<file path="src/rtl/hybrid_pwm_sd_pkg.sv">
// Shared constants and types for the hybrid PWM/sigma-delta demodulator.
// Scaling defaults match the modulator, so both sides stay in step.
package hybrid_pwm_sd_pkg;

  localparam int FRAME_BITS = 5;
  localparam int FRAME_LEN  = 32;

  // round(65536/30): the modulator spends 30 of the 32 frame cycles on signal.
  localparam int DEF_GAIN = 2185;
  // High cycles per frame that encode sample 0.
  localparam int DEF_HMIN = 2;

  typedef enum logic [1:0] {
    HUNT = 2'd0,
    ACQ  = 2'd1,
    LOCK = 2'd2
  } state_t;

  // Clamp a signed intermediate into the unsigned 16-bit sample range.
  function automatic logic [15:0] sat_u16(input logic signed [31:0] v);
    logic [15:0] r;
    if (v < 0) begin
      r = 16'd0;
    end else if (v > 32'sd65535) begin
      r = 16'hFFFF;
    end else begin
      r = v[15:0];
    end
    return r;
  endfunction

endpackage

</file>
<file path="src/rtl/hybrid_pwm_sd_framer.sv">
// Frame framer: finds rising edges, keeps the 32-cycle frame grid, counts the
// high cycles in each frame and runs the HUNT/ACQ/LOCK state machine.
// r_timer always holds the frame position of the cycle being sampled now.
module hybrid_pwm_sd_framer
  import hybrid_pwm_sd_pkg::*;
#(
  parameter int LOCK_FRAMES = 2
) (
  input  logic                i_clk,
  input  logic                i_rst,
  input  logic                i_din,
  output logic [FRAME_BITS:0] o_hw,
  output logic                o_hw_valid,
  output logic                o_lock_frame,
  output logic                o_frame_err,
  output logic [1:0]          o_state
);

  localparam logic [FRAME_BITS-1:0] LAST_POS  = FRAME_BITS'(FRAME_LEN - 1);
  localparam logic [3:0]            GOOD_LAST = 4'(LOCK_FRAMES - 1);

  state_t                r_state;
  logic                  r_din_prev;
  logic [FRAME_BITS-1:0] r_timer;
  logic [FRAME_BITS:0]   r_hcnt;
  logic [3:0]            r_good;
  logic [FRAME_BITS:0]   r_hw;
  logic                  r_hw_valid;
  logic                  r_lock_frame;
  logic                  r_frame_err;

  state_t                w_state_nxt;
  logic [FRAME_BITS-1:0] w_timer_nxt;
  logic [FRAME_BITS:0]   w_hcnt_nxt;
  logic [3:0]            w_good_nxt;
  logic [FRAME_BITS:0]   w_hw_nxt;
  logic                  w_hw_valid_nxt;
  logic                  w_lock_frame_nxt;
  logic                  w_frame_err_nxt;
  logic                  w_edge;
  logic [FRAME_BITS:0]   w_din_ext;

  assign w_edge    = i_din & ~r_din_prev;
  assign w_din_ext = {{FRAME_BITS{1'b0}}, i_din};

  // Next-state and frame bookkeeping; an edge cycle is position 0, so the
  // register is loaded with 1 for the cycle after it.
  always_comb begin
    w_state_nxt      = r_state;
    w_timer_nxt      = r_timer;
    w_hcnt_nxt       = r_hcnt;
    w_good_nxt       = r_good;
    w_hw_nxt         = r_hw;
    w_hw_valid_nxt   = 1'b0;
    w_lock_frame_nxt = 1'b0;
    w_frame_err_nxt  = 1'b0;
    case (r_state)
      HUNT: begin
        if (w_edge) begin
          w_state_nxt = ACQ;
          w_timer_nxt = FRAME_BITS'(1);
          w_hcnt_nxt  = (FRAME_BITS+1)'(1);
          w_good_nxt  = 4'd0;
        end
      end
      ACQ, LOCK: begin
        if (w_edge && (r_timer != '0)) begin
          // Misplaced edge: drop the partial frame and re-acquire from here.
          w_frame_err_nxt = 1'b1;
          w_state_nxt     = ACQ;
          w_timer_nxt     = FRAME_BITS'(1);
          w_hcnt_nxt      = (FRAME_BITS+1)'(1);
          w_good_nxt      = 4'd0;
        end else begin
          w_timer_nxt = r_timer + FRAME_BITS'(1);
          if (r_timer == LAST_POS) begin
            w_hw_nxt       = r_hcnt + w_din_ext;
            w_hw_valid_nxt = 1'b1;
            w_hcnt_nxt     = '0;
            if (r_state == LOCK) begin
              w_lock_frame_nxt = 1'b1;
            end else if (r_good == GOOD_LAST) begin
              w_state_nxt = LOCK;
              w_good_nxt  = 4'd0;
            end else begin
              w_good_nxt = r_good + 4'd1;
            end
          end else begin
            w_hcnt_nxt = r_hcnt + w_din_ext;
          end
        end
      end
      default: begin
        w_state_nxt = HUNT;
      end
    endcase
  end

  // State and output registers; reset discards any partial frame.
  always_ff @(posedge i_clk) begin
    if (i_rst) begin
      r_state      <= HUNT;
      r_din_prev   <= 1'b0;
      r_timer      <= '0;
      r_hcnt       <= '0;
      r_good       <= 4'd0;
      r_hw         <= '0;
      r_hw_valid   <= 1'b0;
      r_lock_frame <= 1'b0;
      r_frame_err  <= 1'b0;
    end else begin
      r_state      <= w_state_nxt;
      r_din_prev   <= i_din;
      r_timer      <= w_timer_nxt;
      r_hcnt       <= w_hcnt_nxt;
      r_good       <= w_good_nxt;
      r_hw         <= w_hw_nxt;
      r_hw_valid   <= w_hw_valid_nxt;
      r_lock_frame <= w_lock_frame_nxt;
      r_frame_err  <= w_frame_err_nxt;
    end
  end

  assign o_hw         = r_hw;
  assign o_hw_valid   = r_hw_valid;
  assign o_lock_frame = r_lock_frame;
  assign o_frame_err  = r_frame_err;
  assign o_state      = r_state;

endmodule

</file>
<file path="src/rtl/hybrid_pwm_sd_dec.sv">
// Hybrid PWM/sigma-delta demodulator top: framer plus a boxcar decimator
// that removes the HMIN offset, applies the gain and saturates to 16 bits.
module hybrid_pwm_sd_dec
  import hybrid_pwm_sd_pkg::*;
#(
  parameter int DECIM_LOG2  = 4,
  parameter int LOCK_FRAMES = 2,
  parameter int GAIN        = DEF_GAIN,
  parameter int HMIN        = DEF_HMIN
) (
  input  logic        clk,
  input  logic        rst,
  input  logic        din,
  output logic [15:0] dout,
  output logic        dout_valid,
  output logic [5:0]  hw,
  output logic        hw_valid,
  output logic        locked,
  output logic        frame_err
);

  localparam int          N      = 1 << DECIM_LOG2;
  localparam int          OFFSET = HMIN * N;
  localparam logic [8:0]  CNT_LAST = 9'(N - 1);

  logic [5:0]         w_hw;
  logic               w_hw_valid;
  logic               w_lock_frame;
  logic               w_frame_err;
  logic [1:0]         w_state;
  logic [13:0]        w_sum;
  logic signed [31:0] w_diff;
  logic signed [31:0] w_prod;
  logic signed [31:0] w_scaled;
  logic [15:0]        w_sample;

  logic [13:0] r_acc;
  logic [8:0]  r_cnt;
  logic [15:0] r_dout;
  logic        r_dout_valid;

  hybrid_pwm_sd_framer #(
    .LOCK_FRAMES (LOCK_FRAMES)
  ) u_framer (
    .i_clk        (clk),
    .i_rst        (rst),
    .i_din        (din),
    .o_hw         (w_hw),
    .o_hw_valid   (w_hw_valid),
    .o_lock_frame (w_lock_frame),
    .o_frame_err  (w_frame_err),
    .o_state      (w_state)
  );

  // Scale the running sum including the frame just completed.
  always_comb begin
    w_sum    = r_acc + {8'd0, w_hw};
    w_diff   = $signed({18'd0, w_sum}) - OFFSET;
    w_prod   = w_diff * GAIN;
    w_scaled = w_prod >>> DECIM_LOG2;
    w_sample = sat_u16(w_scaled);
  end

  // Decimator: only frames that lie fully inside LOCK are summed; any loss
  // of lock empties the accumulator. dout holds until the next strobe.
  always_ff @(posedge clk) begin
    if (rst) begin
      r_acc        <= 14'd0;
      r_cnt        <= 9'd0;
      r_dout       <= 16'd0;
      r_dout_valid <= 1'b0;
    end else begin
      r_dout_valid <= 1'b0;
      if (w_frame_err || (w_state != LOCK)) begin
        r_acc <= 14'd0;
        r_cnt <= 9'd0;
      end else if (w_lock_frame) begin
        if (r_cnt == CNT_LAST) begin
          r_acc        <= 14'd0;
          r_cnt        <= 9'd0;
          r_dout       <= w_sample;
          r_dout_valid <= 1'b1;
        end else begin
          r_acc <= w_sum;
          r_cnt <= r_cnt + 9'd1;
        end
      end
    end
  end

  assign dout       = r_dout;
  assign dout_valid = r_dout_valid;
  assign hw         = w_hw;
  assign hw_valid   = w_hw_valid;
  assign locked     = (w_state == LOCK);
  assign frame_err  = w_frame_err;

endmodule
</file>
<file path="config.mk">
export PLATFORM = sky130hd
export DESIGN_NAME = hybrid_pwm_sd_dec
export DESIGN_NICKNAME = d
export VERILOG_FILES = /design/src/rtl/hybrid_pwm_sd_pkg.sv /design/src/rtl/hybrid_pwm_sd_framer.sv /design/src/rtl/hybrid_pwm_sd_dec.sv
export SDC_FILE = /design/constraint.sdc
export NUM_CORES = 1
export LEC_CHECK = 0
export ABC_AREA = 0
export BUFFER_PORTS_ARGS = -buffer_cell sky130_fd_sc_hd__buf_4
export CORE_MARGIN = 2
export CORE_UTILIZATION = 55
export DETAILED_ROUTE_END_ITERATION = 16
export PLACE_DENSITY = 0.77
export SYNTH_ARGS = -nofsm -noshare
export SYNTH_HDL_FRONTEND = slang
export SYNTH_SLANG_ARGS = --single-unit
</file>
<file path="constraint.sdc">
create_clock -name clk -period 9.2 [get_ports clk]
set_input_delay 0.92 -clock clk [delete_from_list [all_inputs] [get_ports clk]]
set_output_delay 0.92 -clock clk [all_outputs]
set_load 0.05 [all_outputs]
</file>
==> results.yml, run 1 <==
clock_tree:
  cts_root_buf: "clkbuf_16"
  numCtsBuffers: 9
  clk_pin_slew_ns: 0.06
  clk_path_buf_depth: 2
  postCtsSetupBuffers: 0
  cts_resized: 0
  clock_sinks: 67
  cts_hold_buf: 0
  htree_levels: 3
  tritoncts: "built"
  clk-insertion-delay-late_ns: 0.34
worst_setup_path:
  cp_num_buf_inv: 4
  worstSetupPathType: "reg -> reg"
  crit_chain: "ha_1 -> inv_1 -> fa_1 -> nor2b_1 -> o31a_1 -> o21ai_1 -> a21boi_0 -> o221ai_2 -> nor3_4 -> ha_1 -> ha_1 -> fa_1 -> inv_1 -> fa_1 -> inv_1 -> ha_1 -> inv_1 -> or3_1 -> o221ai_1 -> a221oi_1 -> xor2_1 -> nand4_1 -> nor4b_1 -> a22oi_1"
  required_ns: 9.37
  r2r_cells: 24
  cp.arrival_ns: 7.84
  slowest_stage: "nor3_4"
  r2r_slack_ns: 1.53
  max_stage_delay_ns: 0.77
  rr_endpoint: "dout[14]"
  rr_startpoint: "u_framer.o_hw[0]"
  crit_family: "adder cells"
  end_kind: "flip-flop"
  crit_path_start_kind: "flip-flop"
  crit_fanout: 16
sta:
  min_period_ns: 7.67
  period_share_pct: 83.4
  fin_skew_ns: 0.00614
  finalHoldViolCount: 0
  slew-limit-headroom_pct: 26.7
  fin_tns_setup_ns: 0
  max_freq_mhz: 130
  rsz0062_at_grt: "no"
  setup_viol: 0
  slew_violations: 0
  worstMarginPinSlew_ns: 1.09
logic_synthesis:
  post-synth-top-count-cell: "ha_1"
  synthTopCellsByArea: "ha_1, dfxtp_1, fa_1"
  yosys.area.top_type_share_pct: 21.0
  ys_ff_latch: 67
  yosysUniqueCellTypes: 63
  yosysSeqAreaShare_pct: 20.8
  synth_area_um2: 6440
  syn_nets: 914
  yosysWarnings: 0
  synth_commonest_cells: "ha_1, inv_1, nor2_1, dfxtp_1, nand2_1"
  syn_inst: 781
  synth_flop_cell: "dfxtp_1"
  syn_avg_cell_area_um2: 8.25
  synth-edff-count: 0
  yosysTopAreaCell: "ha_1"
  async_flop_share_pct: 0
final_layout:
  antenna_cells: 0
  nets: 929
  drive_above_1_share_pct: 10.1
  utilization_pct: 61.6
  area_growth_pct: 9.17
power_and_ir_drop:
  power_leakage_nw: 3.10
  irDropWorstVdd_v: 0.000162
  powerDensity_nw_per_um2: 113
global_routing:
  grt_max_degree: 29
  use_met3_pct: 3.02
  met2_usage_pct: 40.2
  grt_usage_pct: 23.8
  grt_busiest_layer: "met2"
  antenna_found_initial: 0
  grt_pass1_wl_um: 24900
  grt_use_met1_pct: 31.0
  grt_remaining_overflow: 0
  grt_pass1_vias: 5425
worst_hold_path:
  hold_class: "reg -> reg"
  hold_path_depth: 2
  holdPathEnd: "r_acc[2]"
  hp-start: "r_acc[2]"
run_status:
  outcome: "completed"
detailed_routing:
  drt_iter0_drc: 389
  drtAntennaViolNets: 0
  wire_per_inst_um: 15.3
  vias: 5589
  drc: 0
  firstDrtPassIters: 7
  via_per_inst: 5.92
  drt_wl_total_um: 14500
placement:
  gp_congestion: 0.925
  port_buffers: 28
  hpwl_um: 11100
floorplanning:
  initial_core_util_pct: 56.4
  std_cell_rows: 39
  core_um2: 11400
  die_h_um: 112
  die_area_um2: 12600
  die_w_um: 112
  pin_count: 29
job:
  maxCapViolations: 0
[power breakdown]
part           total (mW)  switching [mW]  internal, mW  leakage, nW
Sequential          0.308         0.00817         0.299        0.541
Combinational       0.136          0.0921        0.0437         2.41
Clock               0.352           0.140         0.212        0.151
Total               0.795           0.240         0.555         3.10
[metrics by stage]
stage | std cells | power, mW | area, µm² | hold slack [ns] | setup slack, ns
final | 944 | 0.795 | 7030 | 0.474 | 1.53
after global routing | 944 | 0.837 | 7030 | 0.500 | 0.871
after CTS | 944 | 0.799 | 7030 | 0.474 | 1.57
after detailed placement | 928 | 0.448 | 6730 | 0.465 | 1.63
after global placement | 928 | 0.441 | 6730 | 0.457 | 1.87
after floorplan | 781 | 0.417 | 6440 | 0.445 | 2.18
[worst max-delay path by stage]
stage / end / slack, ns / cells past startpoint / startpoint
after global placement: dout[13] / 1.87 / 24 / u_framer.o_hw[0]
after detailed placement: dout[14] / 1.63 / 24 / u_framer.o_hw[0]
after CTS: dout[14] / 1.57 / 24 / u_framer.o_hw[0]
after floorplan: dout[1] / 2.18 / 25 / u_framer.o_hw[0]
after global routing: dout[14] / 0.87 / 24 / u_framer.o_hw[0]
final: dout[14] / 1.53 / 24 / u_framer.o_hw[0]
[final cells by class]
type | count | area, µm²
Inverter | 84 | 315
Tap cell | 143 | 179
Clock inverter | 7 | 77.6
Fill cell | 991 | 4390
Multi-Input combinational cell | 602 | 4650
Sequential cell | 67 | 1340
Timing Repair Buffer | 32 | 240
Clock buffer | 9 | 225
[worst register-to-register path: stages (launching register included)]
cell,delay (ns)
dfxtp_1,0.35
ha_1,0.20
inv_1,0.07
fa_1,0.41
nor2b_1,0.17
o31a_1,0.24
o21ai_1,0.10
a21boi_0,0.35
o221ai_2,0.24
nor3_4,0.77
ha_1,0.41
ha_1,0.32
fa_1,0.48
inv_1,0.07
fa_1,0.53
inv_1,0.04
ha_1,0.37
inv_1,0.09
or3_1,0.38
o221ai_1,0.36
a221oi_1,0.15
xor2_1,0.18
nand4_1,0.55
nor4b_1,0.51
a22oi_1,0.14
[state kept, by name, summed over array words and instances, names as in the netlist]
signal	flops
r_acc	14
dout_valid	1
dout	16
u_framer.o_hw_valid	1
u_framer.o_lock_frame	1
u_framer.r_hcnt	6
u_framer.o_frame_err	1
u_framer.r_timer	5
u_framer.o_hw	6
u_framer.o_state	2
r_cnt	9
u_framer.r_din_prev	1
u_framer.r_good	4
[cell usage in the layout, fill, tap and decap left out, drive strengths merged, types with 6 or more instances in the layout]
cell type and n:
xor2 22, nand2 62, a21o 9, nand4 9, clkbuf 9, a211oi 8, a22oi 22, o21ai 43
ha 108, nor2 83, nor4b 9, nor2b 7, or3 6, xnor2 22, nand3 12, a21oi 55
fa 22, and3 7, nor3 19, or2 6, inv 85, buf 32, o21a 7, dfxtp 67
nand3b 6
[layer usage]
metal,wire [µm],vias up
li1,-,2763
met3,656,29
met4,325,0
met2,7030,153
met5,0,-
met1,6450,2644
[logic make-up after synthesis]
group / Yosys count / share of synthesized area, %
AO/OA/AOI/OAI: 177 / 18.7
buffers and inverters: 112 / 6.94
multiplexers: 4 / 0.622
AND/OR/NAND/NOR: 247 / 19.0
adder cells (fa/ha/maj): 130 / 27.8
flip-flops: 67 / 20.8
XOR/XNOR: 44 / 6.10
Power figures use the tool's default switching activity.
==> run 2, diff against run 1 <==
==> constraint.sdc (replaced) <==
create_clock -name clk -period 7.29 [get_ports clk]
set_input_delay 0.729 -clock clk [delete_from_list [all_inputs] [get_ports clk]]
set_output_delay 0.729 -clock clk [all_outputs]
set_load 0.05 [all_outputs]
==> run 2 against run 1 <==
Net effect:
- sequential power increased by 26%
- via count increased by 1.7%
- power is 40% higher
- flip-flop and latch count is the same
- first-iteration DRC count shrank 35%
- cell area rose by 4.0%
- setup slack lost 1.1 ns
- clock skew fell by 0.00071 ns
- final cell count grew 1.8%
- routed wire length is 6.3% higher
==> results.yml, run 2 (synthesis gave the netlist of run 1 again) <==
run_status:
  outcome: "completed"
sta:
  setup_ws_ns: 0.410
  rsz0062_at_grt: "no"
  setup_viol: 0
  period_share_pct: 94.4
  fin_skew_ns: 0.00543
  max_freq_mhz: 145
  fin_tns_setup_ns: 0
  worstMarginPinSlew_ns: 0.838
  hold_slack_ns: 0.467
  slew_violations: 0
  finalHoldViolCount: 0
  min_period_ns: 6.88
  slew-limit-headroom_pct: 43.8
floorplanning:
  std_cell_rows: 39
  die_area_um2: 12600
  pin_count: 29
  core_um2: 11400
  die_w_um: 112
  initial_core_util_pct: 56.4
  die_h_um: 112
final_layout:
  utilization_pct: 64.0
  finalNonFillerCells: 961
  area_growth_pct: 13.6
  drive_above_1_share_pct: 12.6
  antenna_cells: 0
  final_cell_mix: "ha_1, inv_1, nor2_1, dfxtp_1, nand2_1"
  nets: 946
  largest_reg_flops: 16
  fillers: 955
  mostFrequentLayoutCell: "ha_1"
  design_area_um2: 7310
clock_tree:
  clk_pin_slew_ns: 0.06
  htree_levels: 3
  cts_root_buf: "clkbuf_16"
  clock_sinks: 67
  numCtsBuffers: 9
  clk-insertion-delay-late_ns: 0.35
  tritoncts: "built"
  clk_path_buf_depth: 2
  cts_hold_buf: 0
worst_setup_path:
  r2r_slack_ns: 0.41
  cp.arrival_ns: 7.09
  r2r_cells: 28
  slowest_stage: "fa_1"
  crit_path_start_kind: "flip-flop"
  max_stage_delay_ns: 0.55
  required_ns: 7.50
  cp-startpoint: "u_framer.o_hw[0]"
  rr_endpoint: "dout[13]"
  worstSetupPathType: "reg -> reg"
  rr_startpoint: "u_framer.o_hw[0]"
  end_kind: "flip-flop"
  crit_fanout: 16
  crit_path_frequent_cell: "ha_1"
placement:
  hpwl_um: 11600
  place_inst: 941
  pre_cts_ws_ns: -0.361
  gp_congestion: 0.962
  dpl_cell_area_um2: 6830
  port_buffers: 28
worst_hold_path:
  hold_class: "reg -> reg"
  hp-start: "r_acc[0]"
  hold_path_depth: 2
  holdPathEnd: "r_acc[0]"
global_routing:
  grt_remaining_overflow: 0
  grt_pass1_vias: 5579
  antenna_found_initial: 0
  grt_pass1_wl_um: 25800
  grt_usage_pct: 24.8
  grt_max_degree: 29
power_and_ir_drop:
  irDropWorstVdd_v: 0.000178
  p_switching_uw: 311
  p_int_uw: 805
  combPwrFrac_pct: 15.7
  power_frac_seq_pct: 34.8
  power_mw: 1.12
  p_clk_share_pct: 49.5
  power_leakage_nw: 3.22
  powerDensity_nw_per_um2: 153
  p_sw_share_pct: 27.8
detailed_routing:
  drtAntennaViolNets: 0
  drt_wl_total_um: 15400
  drt_iter0_drc: 252
  firstDrtPassIters: 5
  via_per_inst: 5.92
  drc: 0
  vias: 5685
  wire_per_inst_um: 16.0
job:
  maxCapViolations: 0
run 2: repair_timing:
| item | 4_1_cts | 5_1_grt |
|---|---|---|
| endpoints found under the setup margin | 16 | 16 |
| gates resized for setup | 3 | 7 |
| pin swaps | 1 | 1 |
| setup buffers | 1 | 3 |
run 2: critical path: cells and delay by family, from the launching register on:
family,cells,cell delay [ns]
simple gates,5,1.05
fa+ha+maj,8,2.73
buf+inv,4,0.39
mux,1,0.22
flops,1,0.35
compound gates,9,1.78
xor+xnor,1,0.23
run 2: cell type report:
| class | instances | area [µm²] | area share, % |
|---|---|---|---|
| multi-input cells | 602 | 4700 | 64.2 |
| flip-flops and latches | 67 | 1340 | 18.3 |
| repair buffers | 49 | 405 | 5.54 |
| inverters | 84 | 315 | 4.31 |
| clock buffers | 9 | 225 | 3.08 |
| well taps | 143 | 179 | 2.45 |
| clock inverters | 7 | 149 | 2.04 |
run 2: power groups by stage:
stage	combinational, mW	clock (mW)	sequential (mW)
3_5_place_dp	0.170	0	0.396
2_1_floorplan	0.131	0	0.395
3_3_place_gp	0.161	0	0.395
4_1_cts	0.173	0.554	0.389
5_1_grt	0.198	0.571	0.390
6_report	0.175	0.552	0.389
run 2: layer usage:
metal	track usage (%)	part of all wire (%)	vias to the layer above
met1	31.2	43	2711
met4	10.2	2.5	0
met2	41.8	50	145
met3	4.70	4.2	37
li1	-	-	2792
met5	0	0	-
run 2: how the worst max path moves through the flow:
stage	end	cells past startpoint
after floorplan	dout[1]	25
after global placement	dout[14]	27
after detailed placement	dout[14]	27
after CTS	dout[14]	27
after global routing	dout[0]	28
final	dout[13]	28
